===== src/rtl/adc_pkg.sv =====
// Shared types and sizing helpers for the ADC conversion sequencer / averager.
// The ADC_AVG_ROUND_EN build macro is consumed by adc_avg_accum, not here.
package adc_pkg;

   typedef enum logic [1:0] {
      IDLE  = 2'd0,
      WAIT  = 2'd1,
      START = 2'd2,
      BUSY  = 2'd3
   } seq_state_t;

   // Sum of 2^osr words of res bits fits in res+osr bits.
   function automatic int unsigned acc_width(input int unsigned res, input int unsigned osr);
      return res + osr;
   endfunction

   function automatic int unsigned cnt_width(input int unsigned osr);
      return (osr == 0) ? 1 : osr;
   endfunction

endpackage


===== src/rtl/adc_avg_accum.sv =====
// Oversampling accumulator: sums 2^OSR_LOG2 samples and produces the average.
// Define ADC_AVG_ROUND_EN for round-half-up with saturation; default truncates.
module adc_avg_accum
   import adc_pkg::*;
#(
   parameter int unsigned RESOLUTION = 4,
   parameter int unsigned OSR_LOG2   = 2
) (
   input  logic                  clk_i,
   input  logic                  rst_ni,
   input  logic                  clr_i,
   input  logic                  add_i,
   input  logic [RESOLUTION-1:0] sample_i,
   output logic                  done_o,
   output logic [RESOLUTION-1:0] avg_o
);

   localparam int unsigned ACC_W = acc_width(RESOLUTION, OSR_LOG2);
   localparam int unsigned CNT_W = cnt_width(OSR_LOG2);
   localparam logic [CNT_W-1:0] CNT_LAST = CNT_W'((2 ** OSR_LOG2) - 1);

   logic [ACC_W-1:0] acc_q, acc_d;
   logic [ACC_W-1:0] sum;
   logic [CNT_W-1:0] cnt_q, cnt_d;

   always_comb begin
      sum    = acc_q + ACC_W'(sample_i);
      done_o = add_i && (cnt_q == CNT_LAST);
      acc_d  = acc_q;
      cnt_d  = cnt_q;
      if (clr_i || done_o) begin
         acc_d = '0;
         cnt_d = '0;
      end else if (add_i) begin
         acc_d = sum;
         cnt_d = cnt_q + CNT_W'(1);
      end
   end

   always_ff @(posedge clk_i or negedge rst_ni) begin
      if (!rst_ni) begin
         acc_q <= '0;
         cnt_q <= '0;
      end else begin
         acc_q <= acc_d;
         cnt_q <= cnt_d;
      end
   end

   // The average is taken from the sum that already includes the final sample.
`ifdef ADC_AVG_ROUND_EN
   localparam int unsigned HALF = (2 ** OSR_LOG2) / 2;

   logic [ACC_W:0]      rnd;
   logic [RESOLUTION:0] rnd_shift;

   always_comb begin
      rnd       = {1'b0, sum} + (ACC_W+1)'(HALF);
      rnd_shift = (RESOLUTION+1)'(rnd >> OSR_LOG2);
      avg_o     = rnd_shift[RESOLUTION] ? '1 : rnd_shift[RESOLUTION-1:0];
   end
`else
   always_comb begin
      avg_o = RESOLUTION'(sum >> OSR_LOG2);
   end
`endif

endmodule


===== src/rtl/adc_avg_sequencer.sv =====
// Conversion sequencer: periodic start pulses, sample capture, averaged output on valid/ready.
// Build option ADC_AVG_ROUND_EN selects rounded/saturated averaging inside adc_avg_accum.
module adc_avg_sequencer
   import adc_pkg::*;
#(
   parameter int unsigned RESOLUTION = 4,
   parameter int unsigned OSR_LOG2   = 2,
   parameter int unsigned PERIOD_W   = 16
) (
   input  logic                  clk_i,
   input  logic                  rst_ni,
   input  logic                  en_i,
   input  logic [PERIOD_W-1:0]   period_i,
   output logic                  start_o,
   input  logic                  rdy_i,
   input  logic [RESOLUTION-1:0] dac_i,
   output logic [RESOLUTION-1:0] data_o,
   output logic                  valid_o,
   input  logic                  ready_i,
   output logic                  overrun_o
);

   seq_state_t state_q, state_d;
   logic [PERIOD_W-1:0]   ival_q, ival_d;
   logic                  start_q, start_d;
   logic                  valid_q, valid_d;
   logic [RESOLUTION-1:0] data_q, data_d;
   logic                  overrun_q, overrun_d;

   logic                  acc_clr;
   logic                  acc_add;
   logic                  acc_done;
   logic [RESOLUTION-1:0] acc_avg;
   logic                  xfer;

   adc_avg_accum #(
      .RESOLUTION (RESOLUTION),
      .OSR_LOG2   (OSR_LOG2)
   ) u_accum (
      .clk_i    (clk_i),
      .rst_ni   (rst_ni),
      .clr_i    (acc_clr),
      .add_i    (acc_add),
      .sample_i (dac_i),
      .done_o   (acc_done),
      .avg_o    (acc_avg)
   );

   always_comb begin
      state_d = state_q;
      ival_d  = ival_q;
      acc_clr = 1'b0;
      acc_add = 1'b0;
      if (!en_i) begin
         state_d = IDLE;
         acc_clr = 1'b1;
      end else begin
         case (state_q)
            IDLE: begin
               state_d = WAIT;
               ival_d  = period_i;
            end
            WAIT: begin
               if (ival_q == '0) begin
                  state_d = START;
               end else begin
                  ival_d = ival_q - PERIOD_W'(1);
               end
            end
            START: state_d = BUSY;
            BUSY: begin
               if (rdy_i) begin
                  acc_add = 1'b1;
                  state_d = WAIT;
                  ival_d  = period_i;
               end
            end
            default: state_d = IDLE;
         endcase
      end
      // Registered pulse: high exactly during the START cycle.
      start_d = (state_d == START);
   end

   always_comb begin
      xfer      = valid_q && ready_i;
      valid_d   = valid_q;
      data_d    = data_q;
      overrun_d = overrun_q;
      if (acc_done) begin
         valid_d = 1'b1;
         data_d  = acc_avg;
         if (valid_q && !ready_i) begin
            overrun_d = 1'b1;
         end
      end else if (xfer) begin
         valid_d = 1'b0;
      end
      if (!en_i) begin
         overrun_d = 1'b0;
      end
   end

   always_ff @(posedge clk_i or negedge rst_ni) begin
      if (!rst_ni) begin
         state_q   <= IDLE;
         ival_q    <= '0;
         start_q   <= 1'b0;
         valid_q   <= 1'b0;
         data_q    <= '0;
         overrun_q <= 1'b0;
      end else begin
         state_q   <= state_d;
         ival_q    <= ival_d;
         start_q   <= start_d;
         valid_q   <= valid_d;
         data_q    <= data_d;
         overrun_q <= overrun_d;
      end
   end

   assign start_o   = start_q;
   assign valid_o   = valid_q;
   assign data_o    = data_q;
   assign overrun_o = overrun_q;

endmodule


===== config.mk =====
export PLATFORM = sky130hd
export DESIGN_NAME = adc_avg_sequencer
export DESIGN_NICKNAME = d
export VERILOG_FILES = /design/src/rtl/adc_pkg.sv /design/src/rtl/adc_avg_accum.sv /design/src/rtl/adc_avg_sequencer.sv
export SDC_FILE = /design/constraint.sdc
export NUM_CORES = 1
export LEC_CHECK = 0
export CAP_MARGIN = 5
export CORE_UTILIZATION = 30
export CTS_CLUSTER_DIAMETER = 200
export DETAILED_ROUTE_END_ITERATION = 8
export GPL_TIMING_DRIVEN = 0
export SLEW_MARGIN = 5
export SYNTH_ARGS = -nofsm -noshare
export SYNTH_HDL_FRONTEND = slang
export SYNTH_SLANG_ARGS = --single-unit

===== constraint.sdc =====
create_clock -name clk_i -period 3.04 [get_ports clk_i]
set_input_delay 0.76 -clock clk_i [delete_from_list [all_inputs] [get_ports clk_i]]
set_output_delay 0.76 -clock clk_i [all_outputs]
set_load 0.05 [all_outputs]

==> impl_metrics.toml, run 1 <==
[logic_synthesis]
synth_nets = 237
synthFlopType = "dfrtp_1"
synth-edff-count = 0
avgSynthCellArea_um2 = 9.49
ys_seq_area_share_pct = 42.7
syn_area_um2 = 1940
synth_cell_types = 48
syn-instance-count = 204
yosysWarningCount = 0
async_flop_share_pct = 100
synth-seq-cells = 33

[timing]
setup_viol = 0
worstMarginPinSlew_ns = 0.775
final_hold_viol_count = 0
rsz0062_at_grt = "no"
slew_viol_final = 0
fin_skew_ns = 0.00714
tns_ns = 0
slew_headroom_pct = 48.3
fin_hold_ws_ns = 0.484
period_needed_ns = 2.31
layout_worst_path_cycle_share_pct = 76.0
max_freq_mhz = 433

[cells_and_area]
drive_gt1_share_pct = 9.88
instances_no_fill = 318
antenna_cells = 0
final_nets = 275
syn_to_final_growth_pct = 25.3

[min_path]
holdCritStartpoint = "data_o[3]"
worst_hold_path_type = "reg2reg"

[routing]
totalWireLength_um = 4660
drtAntennaViolNets = 0
num_vias = 1684
routed_via_density = 5.30
routedWlPerCell_um = 14.6
first_iter_violations = 69
first_pass_iters = 4
route.detailed.drc = 0

[clock_tree]
clock-root-buffer = "clkbuf_8"
cts_buffers = 5
path_clk_slew_ns = 0.08
cts_setup_buffers = 0
cts_sinks = 33
holdBufCountCts = 0
cts_tree = "done"
clk_latency_ns = 0.29
cts_resized = 0
max-clock-path-buffers = 2
htreeDepth = 2

[setup_path]
path_class = "in2reg"
reg2reg_from = "ival_q[1]"
path_max_fanout = 10
crit_slowest_cell = "clkdlybuf4s50_1"
slowest_delay_ns = 0.45
cp-start-kind = "input port"
arrival_ns = 2.53
worst_path_most_repeated_cell = "o21ai_1"
cp-end-kind = "register"
setup.worst_path.start = "rdy_i"
crit_buf_inv = 3
crit_path_cell_trace = "clkdlybuf4s50_1 -> a21boi_0 -> nand2b_1 -> clkbuf_1 -> a41o_2 -> buf_4 -> o21ai_1 -> o21ai_1"
required_ns = 3.26
critPathTopFamily = "buffers and inverters"

[grt]
grt_pass1_wl_um = 7780
track_usage_pct = 15.5
antenna_found_initial = 0
grt_pass1_vias = 1691
grt_overflow = 0
grt_max_degree = 34

[job]
maxCapViolCount = 0

[floorplanning]
start_util_pct = 31.9
ios = 32
die_height_um = 82.3
die_x_um = 82.3
row_count = 28
die_area_um2 = 6780
core_um2 = 6060

[placed_design]
dp.cells = 310
dp.final_hpwl_um = 3220
port_buffers = 31
routabilityCongestion = 0.795

[outcome]
outcome = "complete, no violations"

[power_and_ir_drop]
ir_drop_v = 0.000261
pwr_density_cell_nw_per_um2 = 441
p_int_mw = 0.731
power_mw = 1.07
power_switching_mw = 0.339
sw_frac_of_total_pct = 31.7
pwr-share-seq_pct = 48.8
clkPwrFrac_pct = 32.1
power.share.combinational_pct = 19.1
power.leakage_nw = 0.985
[state kept, by name, summed over array words and instances (netlist names)]
register       count
data_o             4
ival_q            16
overrun_o          1
start_o            1
state_q            2
u_accum.acc_q      6
u_accum.cnt_q      2
valid_o            1
[metal layers]
metal / GRT usage [%] / routed length (um) / vias to the layer above
met5: 0 / 0 / -
met4: 7.72 / 97 / 0
met3: 3.63 / 236 / 11
met2: 25.7 / 2150 / 52
met1: 18.7 / 2170 / 794
li1: - / - / 827
[cell usage after synthesis, drive strengths merged, types with 4 or more instances]
cell | n | area, um2
dfrtp | 33 | 826
o21ai | 27 | 135
a21oi | 18 | 90.1
nor2 | 13 | 48.8
clkbuf | 9 | 73.8
inv | 9 | 33.8
nor3 | 9 | 56.3
nand3 | 8 | 45.0
nor4 | 8 | 56.3
ha | 7 | 87.6
nand2 | 7 | 26.3
a22oi | 4 | 30.0
nand2b | 4 | 25.0
nor2b | 4 | 25.0
o22ai | 4 | 25.0
[cell type report]
| class | instances | area (um2) |
|---|---|---|
| fill | 626 | 3630 |
| clock inverter | 3 | 22.5 |
| multi-input combinational | 150 | 978 |
| inverter | 9 | 33.8 |
| buffer | 12 | 97.6 |
| sequential | 33 | 826 |
| tap | 75 | 93.8 |
| timing repair buffer | 31 | 305 |
| clock buffer | 5 | 68.8 |
[through the flow]
stage,utilization [%],cell area (um2),worst slack (ns)
detailed placement,38.5,2330,0.429
finish,40.0,2430,0.729
floorplan,-,1940,0.986
CTS,40.0,2430,0.717
global placement,38.6,2340,0.413
global route,40.0,2430,0.592
[worst min-delay path: stages, from the launching register on]
cell and delay (ns):
dfrtp_1 0.35, nand2_1 0.04, o21ai_0 0.06
[power by group through the flow]
stage	registers [mW]	clock network (mW)	logic, mW
floorplan	0.517	0	0.132
global placement	0.528	0	0.202
detailed placement	0.529	0	0.203
CTS	0.521	0.354	0.204
global route	0.530	0.370	0.230
finish	0.522	0.344	0.205
[cells in the final DEF, fill, tap and decap left out, drive strengths merged, types with 7 or more instances in the layout]
cell and instances:
a21oi 18, clkbuf 14, clkdlybuf4s50 30, dfrtp 33, ha 7, inv 9, nand2 7, nand3 8
nor2 13, nor3 9, nor4 8, o21ai 27
[worst paths after layout]
path | to | slack (ns) | cells after the start
worst max register to register | ival_q[15] | 0.95 | 5
worst max-delay path | ival_q[5] | 0.73 | 8
worst min register to register | data_o[3] | 0.48 | 2
worst min-delay path | data_o[3] | 0.48 | 2
max in group asynchronous | ival_q[8] | 2.00 | 1
min in group asynchronous | valid_o | 0.54 | 1
[cells by family (layout without fill, tap and decap cells)]
group | Yosys count | after routing | share of synthesized area (%)
flops | 33 | 33 | 42.7
compound gates | 72 | 72 | 22.8
simple gates | 64 | 64 | 19.2
mux | 2 | 2 | 1.16
xor+xnor | 4 | 4 | 1.81
buf+inv | 21 | 60 | 6.79
fa+ha+maj | 8 | 8 | 5.56
Power figures use the tool's default switching activity.
==> inputs of run 2 (changes only) <==
- clock period: 3.04 -> 2.2 ns (I/O delays scaled with it)
==> run 2 against run 1 <==
  * Critical path depth decreased by 2
  * Final area grew 0.26%
  * Clock-buffer cell count unchanged
  * Sequential share of layout area decreased by 0.087 points
  * Flip-flop and latch count stayed put
  * Total power is 38% higher
  * Utilization grew 0.10 points
  * Clock power up 37%
  * First-iteration DRC count is 30% higher
  * Critical endpoint is now ival_q[7]
  * Clock skew is 0.0020 ns lower
==> impl_metrics.toml, run 2 (same netlist as run 1, synthesis figures left out) <==
[routing]
drtAntennaViolNets = 0
num_vias = 1693
routedWlPerCell_um = 14.6
first_pass_iters = 4
first_iter_violations = 90
routed_via_density = 5.32
totalWireLength_um = 4630
route.detailed.drc = 0

[setup_path]
path_class = "in2reg"
arrival_ns = 2.25
path_max_fanout = 10
required_ns = 2.38
crit_path_cell_trace = "clkdlybuf4s50_1 -> a21boi_0 -> nand2b_1 -> a41o_2 -> buf_4 -> o22a_1"
reg2reg_slack_ns = 0.15
ff2ff_path_depth = 7
slowest_delay_ns = 0.50
crit_path_end = "ival_q[7]"
crit_slowest_cell = "clkdlybuf4s50_1"
r2r-end = "ival_q[5]"
cp-end-kind = "register"
setup.worst_path.start = "rdy_i"
reg2reg_from = "ival_q[6]"
cp-start-kind = "input port"

[timing]
worst_slack_ns = 0.130
fin_skew_ns = 0.00511
rsz0062_at_grt = "no"
fin_hold_ws_ns = 0.330
worstMarginPinSlew_ns = 0.777
slew_viol_final = 0
slew_headroom_pct = 48.2
layout_worst_path_cycle_share_pct = 94.1
max_freq_mhz = 483
period_needed_ns = 2.07
setup_viol = 0
final_hold_viol_count = 0

[cells_and_area]
syn_to_final_growth_pct = 25.7
largest_register = "ival_q"
fillers = 625
final_cell_mix = "dfrtp_1, clkdlybuf4s50_1, o21ai_0"
final_common_cell = "dfrtp_1"
largest_reg_flops = 16
antenna_cells = 0
drive_gt1_share_pct = 10.7
final_nets = 275

[placed_design]
dp.final_hpwl_um = 3220
routabilityCongestion = 0.795
place_ws_ns = -0.202
port_buffers = 31

[floorplanning]
die_x_um = 82.3
core_um2 = 6060
ios = 32
start_util_pct = 31.9
die_area_um2 = 6780
row_count = 28
die_height_um = 82.3

[grt]
grt_overflow = 0
grt_pass1_wl_um = 7780
track_usage_pct = 15.5
grt_max_degree = 34
grt_pass1_vias = 1691
antenna_found_initial = 0

[job]
maxCapViolCount = 0

[clock_tree]
path_clk_slew_ns = 0.08
cts_buffers = 5
htreeDepth = 2
max-clock-path-buffers = 2
clock-root-buffer = "clkbuf_8"
clk_latency_ns = 0.29
cts_tree = "done"
cts_sinks = 33

[power_and_ir_drop]
pwr-share-seq_pct = 48.8
ir_drop_v = 0.000357
power_switching_mw = 0.466
p_int_mw = 1.01
sw_frac_of_total_pct = 31.5
power.leakage_nw = 0.990
power.share.combinational_pct = 19.3
clkPwrFrac_pct = 31.9
pwr_density_cell_nw_per_um2 = 608

[min_path]
worst_hold_path_type = "in2async"

[outcome]
outcome = "complete, no violations"
==> run 2: metrics by stage <==
| stage | cell area [um2] | utilization (%) | total power, mW | TNS (ns) | instances |
|---|---|---|---|---|---|
| detailed placement | 2330 | 38.5 | 1.01 | -3.01 | 310 |
| finish | 2430 | 40.1 | 1.48 | 0 | 318 |
| floorplan | 1940 | - | 0.897 | 0 | 204 |
| global placement | 2340 | 38.6 | 1.01 | -10.12 | 310 |
| global route | 2430 | 40.1 | 1.56 | 0 | 318 |
| CTS | 2430 | 40.0 | 1.49 | 0 | 318 |
==> run 2: area by class of cell <==
class / count / area (um2) / share of cell area (%)
plain buffers: 11 / 93.8 / 3.86
clock buffers: 5 / 68.8 / 2.83
clock inverters: 3 / 22.5 / 0.926
inverters: 9 / 33.8 / 1.39
multi-input cells: 150 / 981 / 40.3
flip-flops and latches: 33 / 826 / 34.0
well taps: 75 / 93.8 / 3.86
repair buffers: 32 / 313 / 12.9
==> run 2: power groups by stage <==
stage / clock [mW] / sequential, mW / combinational, mW
2_1_floorplan: 0 / 0.715 / 0.183
3_3_place_gp: 0 / 0.729 / 0.279
3_5_place_dp: 0 / 0.732 / 0.281
4_1_cts: 0.489 / 0.720 / 0.282
5_1_grt: 0.512 / 0.732 / 0.322
6_report: 0.472 / 0.721 / 0.285
==> run 2: metal layers <==
metal | global-route usage (%) | wire length [um]
met1 | 18.7 | 2180
met2 | 25.7 | 2130
met3 | 3.63 | 216
met4 | 7.72 | 99
met5 | 0 | 0
==> run 2: timing repair <==
action                     in CTS  in global routing
gates resized for setup         0                  1
setup endpoints to repair       0                  8
hold buffers                    0                  0
buffers inserted                0                  1
==> run 2: worst max-delay path, delay by kind of cell <==
| family | cells | cell delay [ns] |
|---|---|---|
| simple gates | 1 | 0.32 |
| buf+inv | 2 | 0.69 |
| compound gates | 3 | 0.68 |
==> run 2: worst min-delay path by stage <==
stage / slack (ns) / depth (start not counted) / endpoint / from
CTS: 0.35 / 1 / valid_o / rst_ni
global route: 0.38 / 1 / valid_o / rst_ni
detailed placement: 0.47 / 2 / data_o[3] / data_o[3]
floorplan: 0.25 / 0 / data_o[0] / rst_ni
finish: 0.33 / 1 / valid_o / rst_ni
global placement: 0.46 / 2 / data_o[0] / data_o[0]
